**src/rtl/uart_bus_cmd_engine_if.sv**
```systemverilog
// Host UART byte stream, CPU memory bus and status signals of the command engine.
// The master modport is the engine side; the slave modport is the UART/memory side.
interface uart_bus_cmd_engine_if #(
  parameter int unsigned ADDR_W = 16
);
  logic              rx_valid;
  logic [7:0]        rx_data;
  logic              tx_start;
  logic [7:0]        tx_data;
  logic              tx_done;
  logic [ADDR_W-1:0] bus_addr;
  logic [7:0]        bus_wdata;
  logic              bus_we;
  logic              bus_re;
  logic [7:0]        bus_rdata;
  logic              cpu_halt;
  logic              busy;
  logic [7:0]        err_count;

  modport master (
    input  rx_valid, rx_data, tx_done, bus_rdata,
    output tx_start, tx_data, bus_addr, bus_wdata, bus_we, bus_re, cpu_halt, busy, err_count
  );

  modport slave (
    output rx_valid, rx_data, tx_done, bus_rdata,
    input  tx_start, tx_data, bus_addr, bus_wdata, bus_we, bus_re, cpu_halt, busy, err_count
  );
endinterface

```
**src/rtl/uart_bus_cmd_engine.sv**
```systemverilog
// UART command engine: decodes host bytes into single/burst bus reads and writes plus
// CPU halt/release, with an inter-byte timeout and a saturating protocol error counter.
module uart_bus_cmd_engine #(
  parameter int unsigned ADDR_W      = 16,
  parameter int unsigned RD_LAT      = 2,
  parameter int unsigned TIMEOUT_CYC = 100000
) (
  input logic                    clk,
  input logic                    rst,
  uart_bus_cmd_engine_if.master  bus
);
  localparam int unsigned AddrBytes = (ADDR_W + 7) / 8;
  localparam int unsigned TmoW      = $clog2(TIMEOUT_CYC + 1);

  typedef enum logic [3:0] {
    StIdle, StAddr, StLen, StWdata, StWstrobe, StRreq, StRwait, StTxgo, StTxwait
  } state_e;

  state_e            state_q, state_d;
  logic              is_read_q, is_read_d;
  logic              is_burst_q, is_burst_d;
  logic [ADDR_W-1:0] addr_q, addr_d;
  logic [7:0]        wdata_q, wdata_d;
  logic [7:0]        tx_data_q, tx_data_d;
  logic [7:0]        cnt_q, cnt_d;
  logic [1:0]        abyte_q, abyte_d;
  logic [2:0]        lat_q, lat_d;
  logic [TmoW-1:0]   tmo_q, tmo_d;
  logic              halt_q, halt_d;
  logic [7:0]        err_q, err_d;
  logic              err_inc;

  always_comb begin
    state_d    = state_q;
    is_read_d  = is_read_q;
    is_burst_d = is_burst_q;
    addr_d     = addr_q;
    wdata_d    = wdata_q;
    tx_data_d  = tx_data_q;
    cnt_d      = cnt_q;
    abyte_d    = abyte_q;
    lat_d      = lat_q;
    tmo_d      = '0;
    halt_d     = halt_q;
    err_inc    = 1'b0;

    unique case (state_q)
      StIdle: begin
        if (bus.rx_valid) begin
          case (bus.rx_data)
            8'h02, 8'h03, 8'h04, 8'h05: begin
              // bit 0 selects read, bit 2 selects burst
              is_read_d  = bus.rx_data[0];
              is_burst_d = bus.rx_data[2];
              abyte_d    = '0;
              cnt_d      = '0;
              state_d    = StAddr;
            end
            8'h06:   halt_d = 1'b1;
            8'h07:   halt_d = 1'b0;
            default: err_inc = 1'b1;
          endcase
        end
      end
      StAddr: begin
        if (bus.rx_valid) begin
          addr_d = ADDR_W'({addr_q, bus.rx_data});
          if (abyte_q == 2'(AddrBytes - 1)) begin
            if (is_burst_q)     state_d = StLen;
            else if (is_read_q) state_d = StRreq;
            else                state_d = StWdata;
          end else begin
            abyte_d = abyte_q + 2'd1;
          end
        end
      end
      StLen: begin
        if (bus.rx_valid) begin
          cnt_d   = bus.rx_data;
          state_d = is_read_q ? StRreq : StWdata;
        end
      end
      StWdata: begin
        if (bus.rx_valid) begin
          wdata_d = bus.rx_data;
          state_d = StWstrobe;
        end
      end
      StWstrobe: begin
        addr_d = addr_q + 1'b1;
        if (cnt_q == 8'd0) begin
          state_d = StIdle;
        end else begin
          cnt_d   = cnt_q - 8'd1;
          state_d = StWdata;
        end
      end
      StRreq: begin
        lat_d   = '0;
        state_d = StRwait;
      end
      StRwait: begin
        if (lat_q == 3'(RD_LAT - 1)) begin
          tx_data_d = bus.bus_rdata;
          state_d   = StTxgo;
        end else begin
          lat_d = lat_q + 3'd1;
        end
      end
      StTxgo: state_d = StTxwait;
      StTxwait: begin
        if (bus.tx_done) begin
          addr_d = addr_q + 1'b1;
          if (cnt_q == 8'd0) begin
            state_d = StIdle;
          end else begin
            cnt_d   = cnt_q - 8'd1;
            state_d = StRreq;
          end
        end
      end
      default: state_d = StIdle;
    endcase

    if (state_q inside {StAddr, StLen, StWdata}) begin
      if (bus.rx_valid) begin
        tmo_d = '0;
      end else if (tmo_q == TmoW'(TIMEOUT_CYC - 1)) begin
        state_d = StIdle;
        err_inc = 1'b1;
      end else begin
        tmo_d = tmo_q + 1'b1;
      end
    end

    // Bytes arriving while a bus transfer or reply is in flight are dropped.
    if (bus.rx_valid && (state_q inside {StWstrobe, StRreq, StRwait, StTxgo, StTxwait})) begin
      err_inc = 1'b1;
    end

    err_d = (err_inc && (err_q != 8'hFF)) ? err_q + 8'd1 : err_q;
  end

  always_ff @(posedge clk or posedge rst) begin
    if (rst) begin
      state_q    <= StIdle;
      is_read_q  <= 1'b0;
      is_burst_q <= 1'b0;
      addr_q     <= '0;
      wdata_q    <= '0;
      tx_data_q  <= '0;
      cnt_q      <= '0;
      abyte_q    <= '0;
      lat_q      <= '0;
      tmo_q      <= '0;
      halt_q     <= 1'b1;
      err_q      <= '0;
    end else begin
      state_q    <= state_d;
      is_read_q  <= is_read_d;
      is_burst_q <= is_burst_d;
      addr_q     <= addr_d;
      wdata_q    <= wdata_d;
      tx_data_q  <= tx_data_d;
      cnt_q      <= cnt_d;
      abyte_q    <= abyte_d;
      lat_q      <= lat_d;
      tmo_q      <= tmo_d;
      halt_q     <= halt_d;
      err_q      <= err_d;
    end
  end

  // Strobes decode straight from the state so an async reset truncates them at once.
  assign bus.bus_we    = (state_q == StWstrobe);
  assign bus.bus_re    = (state_q == StRreq);
  assign bus.tx_start  = (state_q == StTxgo);
  assign bus.busy      = (state_q != StIdle);
  assign bus.bus_addr  = addr_q;
  assign bus.bus_wdata = wdata_q;
  assign bus.tx_data   = tx_data_q;
  assign bus.cpu_halt  = halt_q;
  assign bus.err_count = err_q;
endmodule

```
**src/flat_wrapper.sv**
```systemverilog
// flat-port wrapper written by rule: the top's interface ports become plain ports
module uart_bus_cmd_engine_flat 
#(
  parameter int unsigned ADDR_W      = 16,
  parameter int unsigned RD_LAT      = 2,
  parameter int unsigned TIMEOUT_CYC = 100000
)
  (clk, rst, bus_rx_valid, bus_rx_data, bus_tx_done, bus_bus_rdata, bus_tx_start, bus_tx_data, bus_bus_addr, bus_bus_wdata, bus_bus_we, bus_bus_re, bus_cpu_halt, bus_busy, bus_err_count);
  uart_bus_cmd_engine_if #(.ADDR_W(ADDR_W)) bus_i ();
  input logic clk;
  input logic rst;
  input wire logic [$bits(bus_i.rx_valid)-1:0] bus_rx_valid;
  input wire logic [$bits(bus_i.rx_data)-1:0] bus_rx_data;
  input wire logic [$bits(bus_i.tx_done)-1:0] bus_tx_done;
  input wire logic [$bits(bus_i.bus_rdata)-1:0] bus_bus_rdata;
  output wire logic [$bits(bus_i.tx_start)-1:0] bus_tx_start;
  output wire logic [$bits(bus_i.tx_data)-1:0] bus_tx_data;
  output wire logic [$bits(bus_i.bus_addr)-1:0] bus_bus_addr;
  output wire logic [$bits(bus_i.bus_wdata)-1:0] bus_bus_wdata;
  output wire logic [$bits(bus_i.bus_we)-1:0] bus_bus_we;
  output wire logic [$bits(bus_i.bus_re)-1:0] bus_bus_re;
  output wire logic [$bits(bus_i.cpu_halt)-1:0] bus_cpu_halt;
  output wire logic [$bits(bus_i.busy)-1:0] bus_busy;
  output wire logic [$bits(bus_i.err_count)-1:0] bus_err_count;
  assign bus_i.rx_valid = bus_rx_valid;
  assign bus_i.rx_data = bus_rx_data;
  assign bus_i.tx_done = bus_tx_done;
  assign bus_i.bus_rdata = bus_bus_rdata;
  assign bus_tx_start = bus_i.tx_start;
  assign bus_tx_data = bus_i.tx_data;
  assign bus_bus_addr = bus_i.bus_addr;
  assign bus_bus_wdata = bus_i.bus_wdata;
  assign bus_bus_we = bus_i.bus_we;
  assign bus_bus_re = bus_i.bus_re;
  assign bus_cpu_halt = bus_i.cpu_halt;
  assign bus_busy = bus_i.busy;
  assign bus_err_count = bus_i.err_count;
  uart_bus_cmd_engine #(.ADDR_W(ADDR_W), .RD_LAT(RD_LAT), .TIMEOUT_CYC(TIMEOUT_CYC)) u_core (.clk(clk), .rst(rst), .bus(bus_i));
endmodule
```
**config.mk**
```make
export PLATFORM = sky130hd
export DESIGN_NAME = uart_bus_cmd_engine_flat
export DESIGN_NICKNAME = d
export VERILOG_FILES = /design/src/rtl/uart_bus_cmd_engine_if.sv /design/src/rtl/uart_bus_cmd_engine.sv /design/src/flat_wrapper.sv
export SDC_FILE = /design/constraint.sdc
export NUM_CORES = 1
export LEC_CHECK = 0
export ABC_AREA = 1
export CORE_ASPECT_RATIO = 1.1
export CORE_UTILIZATION = 50
export CTS_CLUSTER_DIAMETER = 100
export DETAILED_ROUTE_END_ITERATION = 12
export DONT_BUFFER_PORTS = 1
export GPL_ROUTABILITY_DRIVEN = 1
export HOLD_SLACK_MARGIN = 0.08
export PLACE_DENSITY = 0.68
export REMOVE_ABC_BUFFERS = 1
export SYNTH_ARGS = -nofsm -noshare
export SYNTH_HDL_FRONTEND = slang
export SYNTH_SLANG_ARGS = --single-unit
```
**constraint.sdc**
```tcl
create_clock -name clk -period 2.4 [get_ports clk]
set_input_delay 0.48 -clock clk [delete_from_list [all_inputs] [get_ports clk]]
set_output_delay 0.48 -clock clk [all_outputs]
set_load 0.03 [all_outputs]
```
# Yosys cells after proc, flatten, opt, wreduce, memory -nomap -nowiden
# Index checks and enable logic that the tools add are counted.
# W data, S select, Z words.
# op_classes
add_sub_neg	6
n_eq_ne	25
n_mux	43
n_reduce_logical	22
# ops
op	n
$mux W17	3
$mux W4	12
$pmux W16 S3	1
$mux W8	5
$pmux W4 S9	1
$eq A8 B3 Y1 const B	4
$mux W16	2
$pmux W8 S4	1
$add A17 B1 Y17 const B	1
$eq A17 B17 Y1 const B	1
$add A16 B1 Y16 const B	1
$eq A4 B3 Y1 const B	4
$eq A8 B2 Y1 const B	2
$ne A2 B2 Y1 const B	7
$mux W2	5
$reduce_and A5 Y1	2
$mux W3	3
$reduce_and A3 Y1	3
$add A8 B1 Y8 const B	1
$eq A4 B2 Y1 const B	2
$logic_not A8 Y1	1
$ne A8 B8 Y1 const B	1
$reduce_bool A4 Y1	2
$sub A8 B1 Y8 const B	1
other kinds (18)	30
# totals
register_bits	77
inputBits	20
out_inout_bits	45
word_cells	108

# Depth between registers and ports, before layout
# Gate-level depths: netlist of the first run.
# depth
word_depth	10
ltp_mapped	13
mapped_depth_nobuf	12

# Worst setup path after synthesis of the first run
# OpenSTA, ideal clock, no wires.
# synth_path
path_type	register -> register
start	reg u_core.addr_q[1] (netlist: u_core.bus.bus_addr[1])
end	reg u_core.addr_q[10] (netlist: u_core.bus.bus_addr[10])
setup_ns	0.117
t_arrival_ns	1.678
required_ns	2.283
slack_ns	0.605
stages_incl_launch_ff	11
n_path_buf	0
period_less_slack_ns	1.795
cell_sequence	dfrtp_1 ha_1 nand2_1 nor2_1 nand3_1 nor2_1 nand3_1 nand2_1 nand3_1 nand2_1 nand2_1
# synth_via
elab_chain_cells	3
# synth_rtl
element	line_no	source
start, declared	uart_bus_cmd_engine.sv:22	logic [ADDR_W-1:0] addr_q, addr_d;
start signal, assigned	uart_bus_cmd_engine.sv:162	addr_q <= addr_d;
$add A16 B1 Y16 (*)	uart_bus_cmd_engine.sv:90, uart_bus_cmd_engine.sv:113	
$mux W16	uart_bus_cmd_engine.sv:112	if (bus.tx_done) begin
$pmux W16 S3 (*)	uart_bus_cmd_engine.sv:47	unique case (state_q)
# Every way passes the cells marked *; elsewhere a longest branch is shown, timed or not. The select of a mux whose other input is x is not followed.
# A chain may end at the register's enable or synchronous reset.

# Worst setup path in the final report of the first run
# layout_path
start	reg u_core.state_q[0]
end	out bus_tx_start
# layout_via
elab_chain_cells	1
# layout_rtl
element	line_no	source
start, declared	uart_bus_cmd_engine.sv:19	state_e state_q, state_d;
start signal, assigned	uart_bus_cmd_engine.sv:146	state_q <= StIdle;
start signal, assigned	uart_bus_cmd_engine.sv:159	state_q <= state_d;
$eq A4 B3 Y1	uart_bus_cmd_engine.sv:177	assign bus.tx_start = (state_q == StTxgo);
end, declared	flat_wrapper.sv:16	output wire logic [$bits(bus_i.tx_start)-1:0] bus_tx_start;
# Every way passes these cells.

==> results of run 1 <==
-- kinds of logic after synthesis --
family,count (synthesis)
xor+xnor,13
buf+inv,84
compound gates,86
flops,77
fa+ha+maj,9
mux,1
simple gates,331
-- worst reg2reg max path, cell delays in order, from the launching register on --
cell and delay [ns]:
dfrtp_1 0.54, ha_1 0.23, nand2_1 0.08, nor2_1 0.26, nand3_1 0.14, nor2_1 0.34
nand3_1 0.12, nand2_1 0.08, nand3_1 0.07, nand2_1 0.07, nand2_1 0.04
-- cell usage in the layout, fill, tap and decap left out, types with 2 or more instances in the layout --
master and n:
nand2_2 10, nand3_2 2, nand2_1 163, nand4_1 14
nor2_1 54, a21oi_1 12, nor3_1 17, nand3b_1 3
inv_2 9, o211ai_1 5, dfrtp_1 76, nor2_4 4
nand3_1 50, o21ai_2 6, ha_1 9, clkinvlp_4 2
nor3b_1 2, bufinv_16 2, nand2_4 3, clkbuf_8 9
o21ai_0 40, xor2_1 9, inv_1 60, xnor2_1 4
nor2_8 2, buf_4 4, or2_2 3, a21oi_2 3
inv_4 4, o22ai_1 6, o21ai_1 7
-- per-layer routing --
metal	track usage	wire length [µm]	vias up
li1	-	-	1971
met4	0.116	231	0
met3	0.0543	525	24
met1	0.314	4870	1845
met2	0.371	4880	108
met5	0	0	-
-- path summary, 6_finish.rpt --
kind / start / end / slack (ns)
max reg2reg: u_core.bus.bus_addr[0] / u_core.bus.bus_addr[10] / 0.33
min reg2reg: u_core.tmo_q[0] / u_core.tmo_q[0] / 0.47
max: u_core.state_q[0] / bus_tx_start / 0.24
min in group clk: bus_rx_data[0] / u_core.bus.cpu_halt / 0.17
max in group asynchronous: rst / u_core.bus.bus_wdata[7] / 1.97
min: rst / u_core.bus.err_count[2] / 0.09
-- state kept, by name (all words and copies together), names as in the netlist --
register,cells
u_core.bus.cpu_halt,1
u_core.cnt_q,8
u_core.bus.bus_wdata,8
u_core.bus.bus_addr,16
u_core.is_burst_q,1
u_core.abyte_q,2
u_core.bus.err_count,8
u_core.lat_q,3
u_core.tmo_q,17
u_core.bus.tx_data,8
u_core.state_q,4
u_core.is_read_q,1
-- power breakdown --
part           total, W  switching (W)  leakage, nW  internal, W
Clock           0.00108       0.000492        0.102     0.000586
Sequential      0.00257       0.000906        0.983      0.00166
Combinational   0.00232        0.00153         1.25     0.000793
Total           0.00597        0.00292         2.33      0.00304
-- through the flow --
| step | setup TNS (ns) | area, µm² | hold slack (ns) | util |
|---|---|---|---|---|
| 2_1_floorplan | -3.42 | 4480 | 0.433 | - |
| 3_3_place_gp | 0 | 4680 | 0.448 | 0.527 |
| 3_5_place_dp | 0 | 4680 | 0.458 | 0.527 |
| 4_1_cts | 0 | 4890 | 0.101 | 0.551 |
| 5_1_grt | 0 | 4890 | 0.117 | 0.551 |
| 6_report | 0 | 4890 | 0.0884 | 0.551 |
-- layout make-up --
cell class	count	area [µm²]	share of cell area
Clock inverter	6	88.8	0.0182
Tap cell	114	143	0.0291
Sequential cell	77	1930	0.394
Inverter	73	284	0.0580
Timing Repair Buffer	5	50.0	0.0102
Clock buffer	10	128	0.0261
Multi-Input combinational cell	440	2270	0.464
==> summary.md, run 1 <==
| Metric | Value |
|---|---|
| Status | completed |
| Final Non-Filler Cells | 725 |
| Max Freq | 462 MHz |
| Share of cells above drive strength 1 | 0.116 |
| Asr flop ratio synth | 1.00 |
| Hold_buf cts | 0 |
| Final Max Tran Viols | 0 |
| Area share of the leading cell type in the synthesized netlist | 0.416 |
| Layout area overhead | 6.97% |
| Buf/Inv on CP | 0 |
| IO Port Bufs | 0 |
| Maxcap violations | 0 |
| Layout Skew | 0.0119 ns |
| Final #Nets | 635 |
| Height of the chip | 102 µm |
| Clock Pin Slew Worst Setup and Hold Paths | 0.08 ns |
| RSZ-0062 raised after global routing | false |
| Max VDD drop | 684 µV |
| Synth Area in Compound Gates | 0.112 |
| Synth Area in Adders | 0.0246 |
| Mean Syn Cell Area | 7.61 µm² |
| WP data required | 1.92 ns |
| Die area | 0.00954 mm² |
| Clk buf depth | 2 |
| Post-synth EDFFs | 0 |
| Fillers | 846 |
| Ys flop type | dfrtp_1 |
| Clk_lat worst skew | 0.35 ns |
| Crit-path max FO | 8 |
| Post-synthesis mux area share | 0.00219 |
| Post-Synth XOR/XNOR Area | 0.0249 |
| Vias per cell | 5.45 |
| Routed wire length | 10,500 µm |
| Post-synth top cells | nand2_1 (163), dfrtp_1 (76), inv_1 (61) |
| DP HPWL | 7530 µm |
| Initial Util | 0.516 |
| Top-count cell post-synth | nand2_1 |
| All-Layer GR Usage | 0.238 |
| CTS root buffer | clkbuf_8 |
| Core region area | 0.00887 mm² |
| Yosys reg bits | 77 |
| Pre-CTS setup slack | 0.407 ns |
| Clock period minus final worst setup slack | 2.16 ns |
| Largest net degree at the start of global routing | 78 |
| Pwr Total | 0.00597 W |
| Vias in the first global route | 3,769 |
| Area contributors post-synth | dfrtp_1 (42%), nand2_1 (13%), nand3_1 (5.5%) |
| Slew HR | 0.593 |
| ANT cells | 0 |
| Buffer count from post-CTS setup fixing | 0 |
| Leading area contributor after synthesis | dfrtp_1 |
| Final ANT Viol Nets | 0 |
| Unique masters post-synth | 45 |
| Crit path arrival time | 1.68 ns |
| Endpoints failing hold | 0 |
| GRT overflow | 0 |
| Pwr/cell area | 1220 mW/mm² |
| CTS sink cnt | 77 |
| Cell chain of the critical path | nand2_1, nor2_1 |
| CTS tree | built |
| Row count | 36 |
| H-tree depth | 3 |
| Placed cells | 709 |
| Synth Instances | 601 |
| Final Cycle Share | 0.901 |
| Die W | 93.2 µm |
| Drt drc | 0 |
| Setup WS post-layout | 0.238 ns |
| Main combinational cell family by area after synthesis | simple AND/OR/NAND/NOR gates |
| Routability cong. | 0.891 |
| Post-Synth Simple-Gate Area | 0.333 |
| Total number of vias | 3,948 |
| Post-CTS Resized | 0 |
| Largest stage delay, worst path | 0.62 ns |
| Setup crit end kind | primary output |
| Worst Setup Start Kind | register |
| Pleak | 2.33 nW |
| Num CTS Buffers | 9 |
| Worst Setup Path Type | reg2out |
| Sequential fraction of the synthesis area | 0.421 |
| I/O pin total | 65 |
| Netlist Area Pre-Place | 0.00457 mm² |
| Critical-path top delay cell | dfrtp_1 |
| DR iter-0 viols | 223 |
| WP depth | 2 |
| WL per Instance | 14.5 µm |
| Yosys warns | 0 |
| Worst slew pin tran | 0.608 ns |
| First-pass GRT wire length | 17,800 µm |
| Initial antenna violation count | 0 |
| Worst R2R Path Depth | 10 |
| First-pass iteration count of the detailed router | 4 |
| Top delay family on crit path | simple AND/OR/NAND/NOR gates |
| # setup viols final | 0 |
| Min-Delay Path Class | in2async |
(Power assumes the default switching activity.)
==> run 2, diff against run 1 <==
PLACE_DENSITY = 0.79   (was 0.68)
==> run 2 against run 1 <==
Cell count grew 0.14%. Combinational power hardly changed. Core utilization is 0.071 points lower. Maximum frequency up 0.47%. Sequential power is essentially flat. Highest routed layer unchanged.
==> summary.md, run 2 (synthesized netlist as in run 1, its figures left out) <==
| Metric | Value |
|---|---|
| ANT cells | 0 |
| Drt drc | 0 |
| Final #Nets | 636 |
| Critical-path top delay cell | dfrtp_1 |
| Share of cells above drive strength 1 | 0.118 |
| Worst Setup Start Kind | register |
| Pwr Total | 0.00595 W |
| Cell chain of the critical path | nand2_1, nor2_1 |
| Height of the chip | 102 µm |
| Fillers | 808 |
| Largest stage delay, worst path | 0.63 ns |
| Post-route cell area | 0.00489 mm² |
| Min-Delay Path Class | in2reg |
| DR iter-0 viols | 213 |
| Clock period minus final worst setup slack | 2.15 ns |
| Area of the multi-input gates | 0.00227 mm² |
| RSZ-0062 raised after global routing | false |
| First-pass GRT wire length | 17,800 µm |
| Initial Util | 0.516 |
| Largest net degree at the start of global routing | 55 |
| Row count | 36 |
| Max Freq | 465 MHz |
| Clk buf depth | 2 |
| GRT overflow | 0 |
| Slew HR | 0.576 |
| Max reg flops | 17 |
| Initial antenna violation count | 0 |
| CTS tree | built |
| Maxcap violations | 0 |
| Hold slack | 0.157 ns |
| IO Port Bufs | 0 |
| Pleak | 2.34 nW |
| Final ANT Viol Nets | 0 |
| Status | completed |
| Worst Setup Path Type | reg2out |
| Pwr/cell area | 1220 mW/mm² |
| Final Cycle Share | 0.897 |
| WP data required | 1.92 ns |
| Core region area | 0.00887 mm² |
| Setup crit end kind | primary output |
| CTS sink cnt | 77 |
| Buffer count from post-CTS setup fixing | 0 |
| Die area | 0.00954 mm² |
| Layout area overhead | 6.84% |
| Most flop-heavy register | u_core.tmo_q |
| Max VDD drop | 840 µV |
| Total number of vias | 4,079 |
| DP HPWL | 7800 µm |
| Die W | 93.2 µm |
| Most frequent cells in the layout | nand2_1 (163), dfrtp_1 (76), inv_1 (60) |
| Endpoints failing hold | 0 |
| Worst slew pin tran | 0.633 ns |
| I/O pin total | 65 |
| All-Layer GR Usage | 0.237 |
| Commonest non-fill, non-tap cell in the layout | nand2_1 |
| Routed wire length | 10,700 µm |
| WL per Instance | 14.8 µm |
| Vias in the first global route | 3,875 |
| H-tree depth | 3 |
| Vias per cell | 5.62 |
| Hold_buf cts | 1 |
| Post-CTS Resized | 0 |
| Clock Pin Slew Worst Setup and Hold Paths | 0.08 ns |
| DP Area | 0.00468 mm² |
| # setup viols final | 0 |
| Routability cong. | 0.878 |
| Utilization after layout | 0.551 |
| Num CTS Buffers | 9 |
| Final Max Tran Viols | 0 |
| Clk_lat worst skew | 0.37 ns |
| Crit-path max FO | 8 |
| First-pass iteration count of the detailed router | 6 |
| Layout Skew | 0.0146 ns |
| Crit path arrival time | 1.67 ns |
| CTS root buffer | clkbuf_8 |
| FF/Latch Area | 0.00193 mm² |
run 2: cell count changes in the layout (fill, tap and decap cells not counted), sizes merged:
cell | before | now
clkinvlp | 2 | 1
clkinv | 2 | 4
bufinv | 2 | 1
dlygate4sd3 | 0 | 1
run 2: metrics by stage:
| step | setup slack, ns | std cells | TNS, ns |
|---|---|---|---|
| 2_1_floorplan | -0.0450 | 590 | -3.42 |
| 3_3_place_gp | 0.482 | 709 | 0 |
| 3_5_place_dp | 0.439 | 709 | 0 |
| 4_1_cts | 0.245 | 726 | 0 |
| 5_1_grt | 0.161 | 726 | 0 |
| 6_report | 0.248 | 726 | 0 |
run 2: routing by layer:
| layer | vias up | global-route usage | wire, µm |
|---|---|---|---|
| met3 | 19 | 0.0432 | 600 |
| li1 | 1981 | - | - |
| met4 | 0 | 0.109 | 206 |
| met5 | - | 0 | 0 |
| met2 | 137 | 0.400 | 5200 |
| met1 | 1942 | 0.297 | 4700 |
run 2: critical path: cells and delay by family (launching register included):
kind	cells	cell delay (ns)
DFF	1	0.63
and+or+nand+nor	2	0.69
run 2: worst paths after layout:
kind,from,cells past startpoint,slack [ns],endpoint
max in group asynchronous,rst,3,1.18,u_core.bus.cpu_halt
hold / removal,bus_rx_data[0],1,0.16,u_core.bus.cpu_halt
hold reg to reg,u_core.tmo_q[0],1,0.47,u_core.tmo_q[0]
setup reg to reg,u_core.bus.err_count[1],7,0.40,u_core.bus.err_count[4]
setup / recovery,u_core.state_q[0],2,0.25,bus_tx_start
min in group asynchronous,rst,2,0.56,u_core.bus.err_count[0]
run 2: power breakdown:
part           leakage [nW]  switching [W]  internal, W
sequential            0.983       0.000931      0.00166
clock                 0.102       0.000498     0.000507
combinational          1.25        0.00155     0.000795
total                  2.34        0.00298      0.00296
run 2: area by class of cell:
type                    instances  share of cell area
inverters                      73              0.0584
flip-flops and latches         77               0.395
clock buffers                  10              0.0282
repair buffers                  6              0.0123
well taps                     114              0.0292
multi-input cells             440               0.465
clock inverters                 6              0.0125
==> run 3, diff against run 2 <==
CTS_BUF_LIST = sky130_fd_sc_hd__clkbuf_8   (was unset)
CTS_CLUSTER_DIAMETER = 30   (was 100)
REMOVE_ABC_BUFFERS = unset   (was 1)
==> run 3 against run 2 <==
Global-route usage is 0.49 points higher. Cell count is 0.14% higher. Setup slack worse by 0.078 ns. Count of clock-buffer cells in the layout stayed put. Non-clock buffer count is 1 higher. Wire length is 1.0% higher. Clock skew is 0.0030 ns lower. Hold slack better by 0.0018 ns. Maximum frequency is 3.5% lower. Sequential power hardly changed. Design area is 0.72% higher. Sequential share of layout area is 0.28 points lower. Critical path type unchanged. Largest cell class unchanged. Largest power group unchanged. Highest routed layer unchanged.
==> summary.md, run 3 (synthesized netlist as in run 1, its figures left out) <==
| Metric | Value |
|---|---|
| Clk network pwr share | 0.184 |
| Slew HR | 0.568 |
| Pleak | 2.35 nW |
| DP Area | 0.00469 mm² |
| Post-CTS Resized | 0 |
| Die W | 93.2 µm |
| RSZ-0062 raised after global routing | false |
| Post-route cell area | 0.00492 mm² |
| Most frequent cells in the layout | nand2_1 (163), dfrtp_1 (76), inv_1 (61) |
| CTS root buffer | clkbuf_8 |
| WP data required | 1.92 ns |
| Final #Nets | 637 |
| Worst Setup Path Type | reg2out |
| WL per Instance | 14.9 µm |
| Vias in the first global route | 3,791 |
| Endpoints failing hold | 0 |
| Initial Util | 0.516 |
| Die area | 0.00954 mm² |
| Core region area | 0.00887 mm² |
| Most flop-heavy register | u_core.tmo_q |
| CTS tree | built |
| Largest net degree at the start of global routing | 40 |
| Setup crit end kind | primary output |
| Max Freq | 448 MHz |
| Layout Skew | 0.0116 ns |
| Routed wire length | 10,800 µm |
| Total number of vias | 4,140 |
| Share of cells above drive strength 1 | 0.117 |
| Final ANT Viol Nets | 0 |
| DR iter-0 viols | 318 |
| Clock period minus final worst setup slack | 2.23 ns |
| Final Non-Filler Cells | 727 |
| Clk buf depth | 2 |
| Net Sw Power | 0.00300 W |
| CTS sink cnt | 77 |
| Fillers | 784 |
| Reg power frac | 0.427 |
| Row count | 36 |
| Worst Setup Start Kind | register |
| Buffer count from post-CTS setup fixing | 0 |
| M2 GR Usage | 0.399 |
| Max VDD drop | 678 µV |
| FF/Latch Area | 0.00193 mm² |
| Max reg flops | 17 |
| Global Route met1 Usage | 0.301 |
| Pwr/cell area | 1230 mW/mm² |
| Worst slew pin tran | 0.645 ns |
| Clock Pin Slew Worst Setup and Hold Paths | 0.08 ns |
| GR Layer Usage met3 | 0.0580 |
| Clk_lat worst skew | 0.37 ns |
| First-pass GRT wire length | 18,000 µm |
| Area of the multi-input gates | 0.00227 mm² |
| Switching Share | 0.494 |
| Routability cong. | 0.925 |
| Placed cells | 710 |
| Num CTS Buffers | 9 |
| DP HPWL | 7960 µm |
| Height of the chip | 102 µm |
| ANT cells | 0 |
| First-pass iteration count of the detailed router | 5 |
| Layout area overhead | 7.60% |
| Min-Delay Path Class | in2reg |
| Final Max Tran Viols | 0 |
| Crit-path max FO | 8 |
| Combinational power share | 0.389 |
| Total Neg Setup Slack | 0 ns |
| Drt drc | 0 |
| # setup viols final | 0 |
| Maxcap violations | 0 |
| Crit path arrival time | 1.75 ns |
| P_int | 0.00308 W |
| All-Layer GR Usage | 0.242 |
| Commonest non-fill, non-tap cell in the layout | nand2_1 |
| Syn nets | 630 |
| Initial antenna violation count | 0 |
| Final Cycle Share | 0.929 |
| I/O pin total | 65 |
| Status | completed |
| Vias per cell | 5.69 |
| H-tree depth | 3 |
| IO Port Bufs | 0 |
| GRT overflow | 0 |
| Grt peak-use layer | met2 |
-- run 3: power groups by stage --
stage | clock network (W) | logic (W) | registers, W
global placement | 0 | 0.00223 | 0.00259
detailed placement | 0 | 0.00233 | 0.00261
CTS | 0.00113 | 0.00236 | 0.00259
global route | 0.00118 | 0.00267 | 0.00264
finish | 0.00112 | 0.00237 | 0.00259
floorplan | 0 | 0.00199 | 0.00250
-- run 3: path summary, 6_finish.rpt --
kind	startpoint	to	slack, ns	cells past startpoint
setup / recovery	u_core.state_q[0]	bus_tx_start	0.17	2
hold / removal	bus_rx_data[0]	u_core.bus.cpu_halt	0.16	1
setup reg to reg	u_core.state_q[0]	u_core.bus.bus_addr[13]	0.36	10
hold reg to reg	u_core.tmo_q[0]	u_core.tmo_q[0]	0.48	1
max in group asynchronous	rst	u_core.bus.cpu_halt	1.16	3
min in group asynchronous	rst	u_core.bus.err_count[1]	0.61	2
-- run 3: layer usage --
metal	vias to the layer above	share of wire
met4	0	0.030
met1	1958	0.41
li1	1977	-
met5	-	0
met2	171	0.50
met3	34	0.061
-- run 3: final cells by class --
type                       count  area share
clock inverter                 6      0.0175
inverter                      73      0.0585
tap                          114      0.0290
timing repair buffer           7      0.0137
multi-input combinational    440       0.462
clock buffer                  10      0.0280
sequential                    77       0.392
-- run 3: worst max-delay path, cell delays in order, from the launching register on --
cell     delay (ns)
dfrtp_1        0.66
nand2_1        0.18
nor2_1         0.55
-- run 3: stage by stage --
step	worst slack, ns	hold slack (ns)	utilization	total power [W]
floorplan	0.605	0.433	-	0.00449
global placement	0.519	0.389	0.528	0.00482
detailed placement	0.408	0.397	0.528	0.00494
CTS	0.188	0.157	0.555	0.00607
global route	0.132	0.149	0.555	0.00649
finish	0.170	0.159	0.555	0.00608
-- run 3: timing repair --
| action | 4_1_cts | 5_1_grt |
|---|---|---|
| endpoints found under the setup margin | 0 | 0 |
| hold buffers | 1 | 0 |
| endpoints found under the hold margin | 19 | 0 |
